## config.mk

```make
export PLATFORM = sky130hd
export DESIGN_NAME = lsru_cfg_seq_flat
export DESIGN_NICKNAME = d
export VERILOG_FILES = /design/src/rtl/lsru_cfg_seq_if.sv /design/src/rtl/lsru_cfg_seq.sv /design/src/flat_wrapper.sv
export SDC_FILE = /design/constraint.sdc
export NUM_CORES = 1
export LEC_CHECK = 0
export BUFFER_PORTS_ARGS = -buffer_cell sky130_fd_sc_hd__clkbuf_2
export CAP_MARGIN = 10
export CORE_MARGIN = 5
export CORE_UTILIZATION = 60
export DETAILED_ROUTE_END_ITERATION = 16
export PLACE_DENSITY = 0.84
export SLEW_MARGIN = 10
export SYNTH_ARGS = -nofsm -noshare
export SYNTH_HDL_FRONTEND = slang
export SYNTH_SLANG_ARGS = --single-unit
```

## constraint.sdc

```tcl
create_clock -name CLK -period 4.1 [get_ports CLK]
set_clock_uncertainty 0.2 [all_clocks]
set_input_delay 0.82 -clock CLK [delete_from_list [all_inputs] [get_ports CLK]]
set_output_delay 0.82 -clock CLK [all_outputs]
set_load 0.01 [all_outputs]
```

## src/rtl/lsru_cfg_seq_if.sv

```systemverilog
// rtl/lsru_cfg_seq_if.sv - host/LSRU-facing signal bundle for lsru_cfg_seq (perf ports under LSRU_SEQ_PERF_EN)
interface lsru_cfg_seq_if #(
    parameter int CFG_BITS  = 24,
    parameter int AW        = 4,
    parameter int LOOP_BITS = 8
);
    logic                 Mode_in;
    logic                 Wr_en_in;
    logic [AW-1:0]        Wr_addr_in;
    logic [CFG_BITS-1:0]  Wr_data_in;
    logic                 Start_in;
    logic [AW-1:0]        Last_idx_in;
    logic [LOOP_BITS-1:0] Loop_cnt_in;
    logic                 Stall_in;
    logic                 Abort_in;

    logic                 En_out;
    logic                 Mode_out;
    logic                 Finish_out;
    logic [CFG_BITS-1:0]  CFG_out;
    logic                 Dvalid_out;
    logic                 Busy_out;
    logic                 Done_out;
    logic [AW-1:0]        Idx_out;
    logic [LOOP_BITS-1:0] Iter_out;
`ifdef LSRU_SEQ_PERF_EN
    logic [15:0]          Run_cyc_out;
    logic [15:0]          Stall_cyc_out;
`endif

    modport master (
        output Mode_in, Wr_en_in, Wr_addr_in, Wr_data_in, Start_in,
               Last_idx_in, Loop_cnt_in, Stall_in, Abort_in,
        input  En_out, Mode_out, Finish_out, CFG_out, Dvalid_out,
               Busy_out, Done_out, Idx_out, Iter_out
`ifdef LSRU_SEQ_PERF_EN
        , Run_cyc_out, Stall_cyc_out
`endif
    );

    modport slave (
        input  Mode_in, Wr_en_in, Wr_addr_in, Wr_data_in, Start_in,
               Last_idx_in, Loop_cnt_in, Stall_in, Abort_in,
        output En_out, Mode_out, Finish_out, CFG_out, Dvalid_out,
               Busy_out, Done_out, Idx_out, Iter_out
`ifdef LSRU_SEQ_PERF_EN
        , Run_cyc_out, Stall_cyc_out
`endif
    );
endinterface

```

## src/rtl/lsru_cfg_seq.sv

```systemverilog
// rtl/lsru_cfg_seq.sv - LSRU config-word replay sequencer; LSRU_SEQ_PERF_EN adds run/stall cycle counters
// Context memory is host-written in IDLE and replayed entries 0..Last for Loop iterations.
module lsru_cfg_seq #(
    parameter int CFG_BITS  = 24,
    parameter int DEPTH     = 16,
    parameter int AW        = 4,
    parameter int LOOP_BITS = 8
) (
    input  logic            CLK,
    input  logic            RST,
    lsru_cfg_seq_if.slave   bus
);
    typedef enum logic [1:0] {IDLE, RUN, FIN} state_t;

    localparam logic [AW-1:0]        IDX_ONE  = 1;
    localparam logic [LOOP_BITS-1:0] ITER_ONE = 1;

    state_t               state_q;
    logic [CFG_BITS-1:0]  mem_q [DEPTH];
    logic [AW-1:0]        idx_q;
    logic [AW-1:0]        last_q;
    logic [LOOP_BITS-1:0] iter_q;
    logic [LOOP_BITS-1:0] loop_q;
    logic [CFG_BITS-1:0]  cfg_q;
    logic                 en_q;
    logic                 mode_q;
    logic                 fin_q;
    logic                 dvalid_q;
    logic                 busy_q;
    logic                 done_q;
    logic [LOOP_BITS-1:0] iter_d;
    logic [AW-1:0]        idx_d;
`ifdef LSRU_SEQ_PERF_EN
    logic [15:0]          run_cyc_q;
    logic [15:0]          stall_cyc_q;
`endif

    assign iter_d = iter_q + ITER_ONE;
    assign idx_d  = idx_q + IDX_ONE;

    // Context memory carries no reset; a same-edge write and Start lands before the first read.
    always_ff @(posedge CLK) begin
        if (bus.Wr_en_in && state_q == IDLE) begin
            mem_q[bus.Wr_addr_in] <= bus.Wr_data_in;
        end
    end

    always_ff @(posedge CLK or negedge RST) begin
        if (!RST) begin
            state_q  <= IDLE;
            idx_q    <= '0;
            last_q   <= '0;
            iter_q   <= '0;
            loop_q   <= '0;
            cfg_q    <= '0;
            en_q     <= 1'b0;
            mode_q   <= 1'b0;
            fin_q    <= 1'b0;
            dvalid_q <= 1'b0;
            busy_q   <= 1'b0;
            done_q   <= 1'b0;
`ifdef LSRU_SEQ_PERF_EN
            run_cyc_q   <= '0;
            stall_cyc_q <= '0;
`endif
        end else begin
            // LSRU registers its result one cycle after En, and Finish beats carry no data.
            dvalid_q <= en_q & ~fin_q;
            case (state_q)
                IDLE: begin
                    en_q   <= 1'b0;
                    fin_q  <= 1'b0;
                    done_q <= 1'b0;
                    if (bus.Start_in) begin
                        mode_q  <= bus.Mode_in;
                        last_q  <= bus.Last_idx_in;
                        loop_q  <= bus.Loop_cnt_in;
                        idx_q   <= '0;
                        iter_q  <= '0;
                        busy_q  <= 1'b1;
                        state_q <= (bus.Loop_cnt_in == '0) ? FIN : RUN;
`ifdef LSRU_SEQ_PERF_EN
                        run_cyc_q   <= '0;
                        stall_cyc_q <= '0;
`endif
                    end
                end
                RUN: begin
`ifdef LSRU_SEQ_PERF_EN
                    if (run_cyc_q != 16'hFFFF) begin
                        run_cyc_q <= run_cyc_q + 16'd1;
                    end
                    if (bus.Stall_in && !bus.Abort_in && stall_cyc_q != 16'hFFFF) begin
                        stall_cyc_q <= stall_cyc_q + 16'd1;
                    end
`endif
                    if (bus.Abort_in) begin
                        en_q    <= 1'b0;
                        state_q <= FIN;
                    end else if (bus.Stall_in) begin
                        en_q <= 1'b0;
                    end else begin
                        en_q  <= 1'b1;
                        cfg_q <= mem_q[idx_q];
                        if (idx_q == last_q) begin
                            idx_q  <= '0;
                            iter_q <= iter_d;
                            if (iter_d == loop_q) begin
                                state_q <= FIN;
                            end
                        end else begin
                            idx_q <= idx_d;
                        end
                    end
                end
                FIN: begin
                    en_q    <= 1'b0;
                    fin_q   <= 1'b1;
                    done_q  <= 1'b1;
                    busy_q  <= 1'b0;
                    state_q <= IDLE;
                end
                default: begin
                    en_q    <= 1'b0;
                    busy_q  <= 1'b0;
                    state_q <= IDLE;
                end
            endcase
        end
    end

    assign bus.En_out     = en_q;
    assign bus.Mode_out   = mode_q;
    assign bus.Finish_out = fin_q;
    assign bus.CFG_out    = cfg_q;
    assign bus.Dvalid_out = dvalid_q;
    assign bus.Busy_out   = busy_q;
    assign bus.Done_out   = done_q;
    assign bus.Idx_out    = idx_q;
    assign bus.Iter_out   = iter_q;
`ifdef LSRU_SEQ_PERF_EN
    assign bus.Run_cyc_out   = run_cyc_q;
    assign bus.Stall_cyc_out = stall_cyc_q;
`endif
endmodule

```

## src/flat_wrapper.sv

```systemverilog
// flat-port wrapper written by rule: the top's interface ports become plain ports
module lsru_cfg_seq_flat 
#(
    parameter int CFG_BITS  = 24,
    parameter int DEPTH     = 16,
    parameter int AW        = 4,
    parameter int LOOP_BITS = 8
)
  (CLK, RST, bus_Mode_in, bus_Wr_en_in, bus_Wr_addr_in, bus_Wr_data_in, bus_Start_in, bus_Last_idx_in, bus_Loop_cnt_in, bus_Stall_in, bus_Abort_in, bus_En_out, bus_Mode_out, bus_Finish_out, bus_CFG_out, bus_Dvalid_out, bus_Busy_out, bus_Done_out, bus_Idx_out, bus_Iter_out);
  lsru_cfg_seq_if #(.CFG_BITS(CFG_BITS), .AW(AW), .LOOP_BITS(LOOP_BITS)) bus_i ();
  input  logic CLK;
  input  logic RST;
  input wire logic [$bits(bus_i.Mode_in)-1:0] bus_Mode_in;
  input wire logic [$bits(bus_i.Wr_en_in)-1:0] bus_Wr_en_in;
  input wire logic [$bits(bus_i.Wr_addr_in)-1:0] bus_Wr_addr_in;
  input wire logic [$bits(bus_i.Wr_data_in)-1:0] bus_Wr_data_in;
  input wire logic [$bits(bus_i.Start_in)-1:0] bus_Start_in;
  input wire logic [$bits(bus_i.Last_idx_in)-1:0] bus_Last_idx_in;
  input wire logic [$bits(bus_i.Loop_cnt_in)-1:0] bus_Loop_cnt_in;
  input wire logic [$bits(bus_i.Stall_in)-1:0] bus_Stall_in;
  input wire logic [$bits(bus_i.Abort_in)-1:0] bus_Abort_in;
  output wire logic [$bits(bus_i.En_out)-1:0] bus_En_out;
  output wire logic [$bits(bus_i.Mode_out)-1:0] bus_Mode_out;
  output wire logic [$bits(bus_i.Finish_out)-1:0] bus_Finish_out;
  output wire logic [$bits(bus_i.CFG_out)-1:0] bus_CFG_out;
  output wire logic [$bits(bus_i.Dvalid_out)-1:0] bus_Dvalid_out;
  output wire logic [$bits(bus_i.Busy_out)-1:0] bus_Busy_out;
  output wire logic [$bits(bus_i.Done_out)-1:0] bus_Done_out;
  output wire logic [$bits(bus_i.Idx_out)-1:0] bus_Idx_out;
  output wire logic [$bits(bus_i.Iter_out)-1:0] bus_Iter_out;
  assign bus_i.Mode_in = bus_Mode_in;
  assign bus_i.Wr_en_in = bus_Wr_en_in;
  assign bus_i.Wr_addr_in = bus_Wr_addr_in;
  assign bus_i.Wr_data_in = bus_Wr_data_in;
  assign bus_i.Start_in = bus_Start_in;
  assign bus_i.Last_idx_in = bus_Last_idx_in;
  assign bus_i.Loop_cnt_in = bus_Loop_cnt_in;
  assign bus_i.Stall_in = bus_Stall_in;
  assign bus_i.Abort_in = bus_Abort_in;
  assign bus_En_out = bus_i.En_out;
  assign bus_Mode_out = bus_i.Mode_out;
  assign bus_Finish_out = bus_i.Finish_out;
  assign bus_CFG_out = bus_i.CFG_out;
  assign bus_Dvalid_out = bus_i.Dvalid_out;
  assign bus_Busy_out = bus_i.Busy_out;
  assign bus_Done_out = bus_i.Done_out;
  assign bus_Idx_out = bus_i.Idx_out;
  assign bus_Iter_out = bus_i.Iter_out;
  lsru_cfg_seq #(.CFG_BITS(CFG_BITS), .DEPTH(DEPTH), .AW(AW), .LOOP_BITS(LOOP_BITS)) u_core (.CLK(CLK), .RST(RST), .bus(bus_i));
endmodule
```

==> impl_metrics.json, run 1 <==
{
  "cts_inserted_buffers": 42,
  "grt_usage_pct": 25.7,
  "min_path_type": "primary input to asynchronous set/reset pin",
  "fillerInstances": 1588,
  "cts-hold-fix-buffers": 0,
  "synth_edf_count": 384,
  "final_cell_mix": "edfxtp_1, mux4_2, clkbuf_2, dfrtp_1, clkbuf_16",
  "endpoint_kind": "flop",
  "p_per_area_nw_per_um2": 599,
  "overflow": 0,
  "synth-xor-area-share_pct": 0.671,
  "grt_max_degree": 59,
  "area_growth_pct": 14.3,
  "fin_crit_ns": 3.04,
  "crit_start": "u_core.bus.Idx_out[0]$_DFFE_PN0P_",
  "synth_top_family_by_area": "multiplexers",
  "finalCritPeriodShare_pct": 74.1,
  "cp.arrival_ns": 3.25,
  "synthCells": 757,
  "yosys.cell_types.count": 44,
  "cts_max_path_buffers": 3,
  "clock.fmax_ghz": 0.329,
  "synth-compound-area-share_pct": 1.29,
  "rr_startpoint": "u_core.bus.Idx_out[0]$_DFFE_PN0P_",
  "antenna_cells": 0,
  "outcome": "complete, no violations",
  "core-area_um2": 27900,
  "critPathSlowestCell": "dfrtp_4",
  "setup_tns_ns": 0,
  "synth.avg_cell_area_um2": 22.4,
  "drt-pass1-iter-count": 6,
  "synthSimpleGateAreaFrac_pct": 2.20,
  "slew_viol_final": 0,
  "async_reset_ff_share_pct": 12.5,
  "wl_mm": 39.2,
  "final-hold-violation-count": 0,
  "power.total_mw": 11.6,
  "root_buffer": "clkbuf_16",
  "tritoncts": "done",
  "wl_per_cell_um": 30.4,
  "grt_pass1_wl_mm": 58.0,
  "clock-sinks": 439,
  "row_count": 61,
  "ctsResizeCount": 0,
  "cp-start-kind": "flop",
  "final_common_cell": "edfxtp_1",
  "fin_area_um2": 19400,
  "ff2ff_setup_slack_ns": 1.06,
  "yosys.area_share.adder_pct": 0.148,
  "grt_pass1_vias": 8725,
  "worstPathCellList": "buf_4, mux4_2, mux4_2, mux2_2",
  "synth_seq_area_share_pct": 76.1,
  "start_util_pct": 60.9,
  "synthFlopType": "edfxtp_1",
  "die_h_um": 178,
  "setup_viol_count_final": 0,
  "met3_length_mm": 3.88,
  "dieArea_um2": 31700,
  "reg2reg_depth": 4,
  "rsz0062_at_grt": "false",
  "cp-endpoint": "u_core.bus.CFG_out[19]$_DFFE_PN0P_",
  "cp_num_cells": 4,
  "reg2reg_to": "u_core.bus.CFG_out[19]$_DFFE_PN0P_",
  "synth.area.mux_share_pct": 18.4,
  "crit_top_cell": "mux4_2",
  "drive_gt1_share_pct": 38.4,
  "maxSlewHeadroom_pct": 34.9,
  "fin_nets": 932,
  "drtAntennaViolNets": 0,
  "critPathRequiredTime_ns": 4.31,
  "dr.first_iter.drc_count": 1090,
  "leakage_nw": 6.31,
  "yosysWarningCount": 0,
  "path_buf_inv": 1,
  "synth_seq_cells": 439,
  "ios": 89,
  "yosys-top-cells-area": "edfxtp_1, mux4_2, dfrtp_1, mux2_2, xnor2_1",
  "gp_congestion": 0.877,
  "portBuffers": 88,
  "cp_max_fo": 25,
  "htreeDepth": 2,
  "irDropWorstVdd_uv": 328,
  "clkLatencyLatePin_ns": 0.53,
  "antenna_found_initial": 3,
  "viasPerCell": 6.59,
  "num_vias": 8507,
  "maxCapViolations": 0,
  "met2WireLength_mm": 19.8,
  "critPathKind": "flop to flop",
  "slowest_delay_ns": 0.76,
  "top_layer": "met5",
  "post-cts-setup-buffer-count": 0,
  "place_hpwl_mm": 20.9,
  "worst-slew-pin-transition_ns": 0.974,
  "netlist.area_leader.share_pct": 68.0,
  "dieWidth_um": 178,
  "drc": 0,
  "cts.clk_slew.worst_paths_ns": 0.06,
  "synth_nets": 806,
  "crit_family": "multiplexers",
  "yosysTopAreaCell": "edfxtp_1",
  "dpl_cell_area_um2": 18100,
  "syn_area_um2": 17000,
  "m1WireLength_mm": 14.6
}
==> per-layer routing <==
| layer | track usage (%) | up-vias |
|---|---|---|
| met5 | 0 | - |
| met4 | 6.51 | 6 |
| met3 | 5.81 | 69 |
| met2 | 41.9 | 602 |
| met1 | 36.1 | 4410 |
| li1 | - | 3420 |
==> worst register-to-register path: stages, from the launching register on <==
cell     delay [ns]
dfrtp_4        0.76
buf_4          0.54
mux4_2         0.60
mux4_2         0.51
mux2_2         0.30
==> cell type report <==
type	count	area [um2]	area share, %
Clock buffer	57	1190	6.15
Multi-Input combinational cell	280	3960	20.4
Timing Repair Buffer	117	708	3.65
Clock inverter	16	126	0.652
Inverter	3	11.3	0.0581
Tap cell	378	473	2.44
Sequential cell	439	12900	66.6
==> report_power, final <==
| group | total [mW] | switching (mW) | internal (mW) | leakage (nW) |
|---|---|---|---|---|
| Combinational | 2.35 | 1.07 | 1.27 | 1.54 |
| Clock | 3.71 | 1.56 | 2.15 | 0.641 |
| Sequential | 5.55 | 0.373 | 5.18 | 4.14 |
| Total | 11.6 | 3.00 | 8.60 | 6.31 |
==> worst min path at each step <==
stage | start | end | depth (start not counted)
after CTS | RST | u_core.bus.Mode_out$_DFFE_PN0P_ | 1
after detailed placement | u_core.bus.Busy_out$_DFFE_PN0P_ | u_core.bus.Busy_out$_DFFE_PN0P_ | 1
final | RST | u_core.last_q[2]$_DFFE_PN0P_ | 1
after global placement | u_core.bus.Finish_out$_DFFE_PN0P_ | u_core.bus.Dvalid_out$_DFF_PN0_ | 1
after floorplan | u_core.state_q[1]$_DFFE_PN0P_ | u_core.state_q[1]$_DFFE_PN0P_ | 1
after global routing | RST | u_core.bus.Mode_out$_DFFE_PN0P_ | 1
==> cell families after synthesis <==
group                      after synthesis
AOI/OAI and AO/OA                       34
xor gates and xnor gates                13
adders and majority gates                2
buffers and inverters                   38
DFF                                    439
muxes                                  157
and+or+nand+nor                         74
==> synth_stat cells, drive strengths merged (4+ instances only) <==
| master | n |
|---|---|
| nand2 | 16 |
| nand2b | 6 |
| nor2 | 23 |
| nand4 | 4 |
| o21ai | 15 |
| xnor2 | 10 |
| buf | 22 |
| nor3 | 7 |
| o31ai | 6 |
| edfxtp | 384 |
| dfrtp | 55 |
| nand3 | 4 |
| mux2 | 37 |
| clkbuf | 13 |
| mux4 | 120 |
==> metrics by stage <==
step	std cells	hold WS [ns]	setup WS [ns]	util [%]
final	1290	0.0732	1.06	69.6
after global routing	1290	0.0943	0.943	69.6
after CTS	1290	0.0810	1.02	69.6
after detailed placement	1217	0.271	1.14	64.8
after global placement	1217	0.267	1.23	64.8
after floorplan	757	0.266	0.542	-
==> flip-flops by register name (all words and copies together), names as in the netlist <==
name                   count
u_core.bus.Busy_out        1
u_core.bus.CFG_out        24
u_core.loop_q              8
u_core.bus.Iter_out        8
u_core.state_q             2
u_core.mem_q             384
u_core.bus.Finish_out      1
u_core.bus.Mode_out        1
u_core.bus.Dvalid_out      1
u_core.bus.En_out          1
u_core.last_q              4
u_core.bus.Idx_out         4
No activity file was read; power rests on OpenSTA's default activity.
==> run 2, diff against run 1 <==
--- a/config.mk
+++ b/config.mk
@@ -8,9 +8,9 @@
 export BUFFER_PORTS_ARGS = -buffer_cell sky130_fd_sc_hd__clkbuf_2
 export CAP_MARGIN = 10
 export CORE_MARGIN = 5
-export CORE_UTILIZATION = 60
+export CORE_UTILIZATION = 55
 export DETAILED_ROUTE_END_ITERATION = 16
-export PLACE_DENSITY = 0.84
+export PLACE_DENSITY = 0.82
 export SLEW_MARGIN = 10
 export SYNTH_ARGS = -nofsm -noshare
 export SYNTH_HDL_FRONTEND = slang
==> constraint.sdc (replaced) <==
create_clock -name CLK -period 2.65 [get_ports CLK]
set_clock_uncertainty 0.2 [all_clocks]
set_input_delay 0.53 -clock CLK [delete_from_list [all_inputs] [get_ports CLK]]
set_output_delay 0.53 -clock CLK [all_outputs]
set_load 0.01 [all_outputs]
==> run 2 against run 1 <==
Net effect:
- die area rose by 8.6%
- routed wire length fell by 1.2%
- total power rose by 56%
- combinational power rose by 66%
- flip-flop and latch count did not move
- fmax rose by 20%
- first-iteration DRC count fell by 7.4%
- largest cell class unchanged
- worst setup slack got worse by 0.94 ns
- hold slack got worse by 0.034 ns
- global-route usage fell by 2.9 points
- critical path type unchanged
==> impl_metrics.json, run 2 (same netlist as run 1, synthesis figures left out) <==
{
  "drtAntennaViolNets": 0,
  "fin_crit_ns": 2.53,
  "reg2reg_to": "u_core.state_q[1]$_DFFE_PN0P_",
  "largest-register": "u_core.mem_q",
  "portBuffers": 88,
  "grt_usage_pct": 22.8,
  "min_path_type": "primary input to flop",
  "cts_max_path_buffers": 3,
  "drt-pass1-iter-count": 8,
  "antenna_found_initial": 3,
  "viasPerCell": 6.40,
  "cts_inserted_buffers": 44,
  "row_count": 64,
  "path_buf_inv": 0,
  "fin_nets": 951,
  "finalCritPeriodShare_pct": 95.3,
  "crit_start": "u_core.bus.Idx_out[0]$_DFFE_PN0P_",
  "cts.clk_slew.worst_paths_ns": 0.06,
  "slowest_delay_ns": 0.57,
  "endpoint_kind": "flop",
  "clock.fmax_ghz": 0.396,
  "fin_util_pct": 64.5,
  "area_growth_pct": 16.1,
  "final-hold-violation-count": 0,
  "clock-sinks": 439,
  "worst-slew-pin-transition_ns": 0.707,
  "dieWidth_um": 186,
  "largest_register_ffs": 384,
  "irDropWorstVdd_uv": 598,
  "drc": 0,
  "critPathSlowestCell": "dfrtp_4",
  "cp_max_fo": 7,
  "gp_congestion": 0.828,
  "setup_viol_count_final": 0,
  "wl_mm": 38.7,
  "outcome": "complete, no violations",
  "grt_pass1_vias": 8786,
  "num_vias": 8531,
  "grt_max_degree": 56,
  "clkLatencyLatePin_ns": 0.53,
  "die_h_um": 186,
  "fillerInstances": 1942,
  "root_buffer": "clkbuf_16",
  "cp.arrival_ns": 2.75,
  "final_cell_mix": "edfxtp_1, mux4_2, clkbuf_2, dfrtp_1, clkbuf_16",
  "tritoncts": "done",
  "start_util_pct": 55.6,
  "fin_area_um2": 19700,
  "drive_gt1_share_pct": 40.1,
  "slew_viol_final": 0,
  "reg2reg_depth": 6,
  "htreeDepth": 2,
  "rr_startpoint": "u_core.bus.Idx_out[0]$_DFFE_PN0P_",
  "leakage_nw": 6.46,
  "ctsResizeCount": 0,
  "whs_path_depth": 2,
  "rsz0062_at_grt": "false",
  "wl_per_cell_um": 29.0,
  "place_hpwl_mm": 21.3,
  "p_per_area_nw_per_um2": 921,
  "cp-start-kind": "flop",
  "ff2ff_setup_slack_ns": 0.12,
  "crit_family": "simple AND/OR/NAND/NOR gates",
  "maxSlewHeadroom_pct": 52.9,
  "dr.first_iter.drc_count": 1009,
  "worstPathCellList": "xnor2_1, nand4_1, or4_1, nor3_1, o21ai_1, a311oi_1",
  "ios": 89,
  "overflow": 0,
  "final_common_cell": "edfxtp_1",
  "core-area_um2": 30500,
  "hp-start": "bus_Last_idx_in[1]",
  "critPathRequiredTime_ns": 2.88,
  "hold_path_end": "u_core.last_q[1]$_DFFE_PN0P_",
  "critPathKind": "flop to flop",
  "cp_num_cells": 6,
  "worst_hold_slack_ns": 0.0393,
  "dpl_cell_area_um2": 18300,
  "maxCapViolations": 0,
  "grt_pass1_wl_mm": 56.8,
  "dieArea_um2": 34400
}
==> run 2: routing by layer <==
layer / wire (um) / track usage [%] / up-vias
met1: 15300 / 32.8 / 4499
li1: - / - / 3466
met5: 7 / 0 / -
met2: 18900 / 36.7 / 486
met4: 1050 / 6.06 / 2
met3: 3480 / 4.53 / 78
==> run 2: per-stage QoR <==
step / instances / worst slack [ns] / TNS (ns) / power (mW)
global placement: 1250 / 0.196 / 0 / 12.2
detailed placement: 1250 / 0.178 / 0 / 12.4
global route: 1333 / 0.0215 / 0 / 18.9
finish: 1333 / 0.125 / 0 / 18.1
floorplan: 757 / -0.229 / -17.04 / 11.2
CTS: 1330 / 0.153 / 0 / 18.3
==> run 2: power breakdown <==
group	internal [mW]	total [mW]	switching (mW)
registers	8.01	8.39	0.381
logic	2.07	3.90	1.83
clock network	3.34	5.84	2.50
==> run 2: what timing repair did <==
item	in CTS	in global routing
hold buffers	1	0
endpoints found under the hold margin	13	0
endpoints found under the setup margin	0	1
buffers inserted	0	1
==> run 2: how the worst max path moves through the flow <==
stage	to	slack, ns
after detailed placement	u_core.state_q[1]$_DFFE_PN0P_	0.18
after CTS	bus_Idx_out[3]	0.15
after global routing	u_core.state_q[1]$_DFFE_PN0P_	0.02
after floorplan	u_core.mem_q[12][0]$_DFFE_PP_	-0.23
after global placement	u_core.state_q[1]$_DFFE_PN0P_	0.20
final	u_core.state_q[1]$_DFFE_PN0P_	0.12
==> run 2: layout make-up <==
type / count / area, um2 / area share [%]
diodes: 2 / 5.00 / 0.0254
repair buffers: 134 / 951 / 4.83
clock inverters: 18 / 134 / 0.680
multi-input cells: 280 / 3950 / 20.0
flip-flops and latches: 439 / 12900 / 65.6
well taps: 396 / 495 / 2.52
inverters: 3 / 11.3 / 0.0572
clock buffers: 61 / 1230 / 6.23
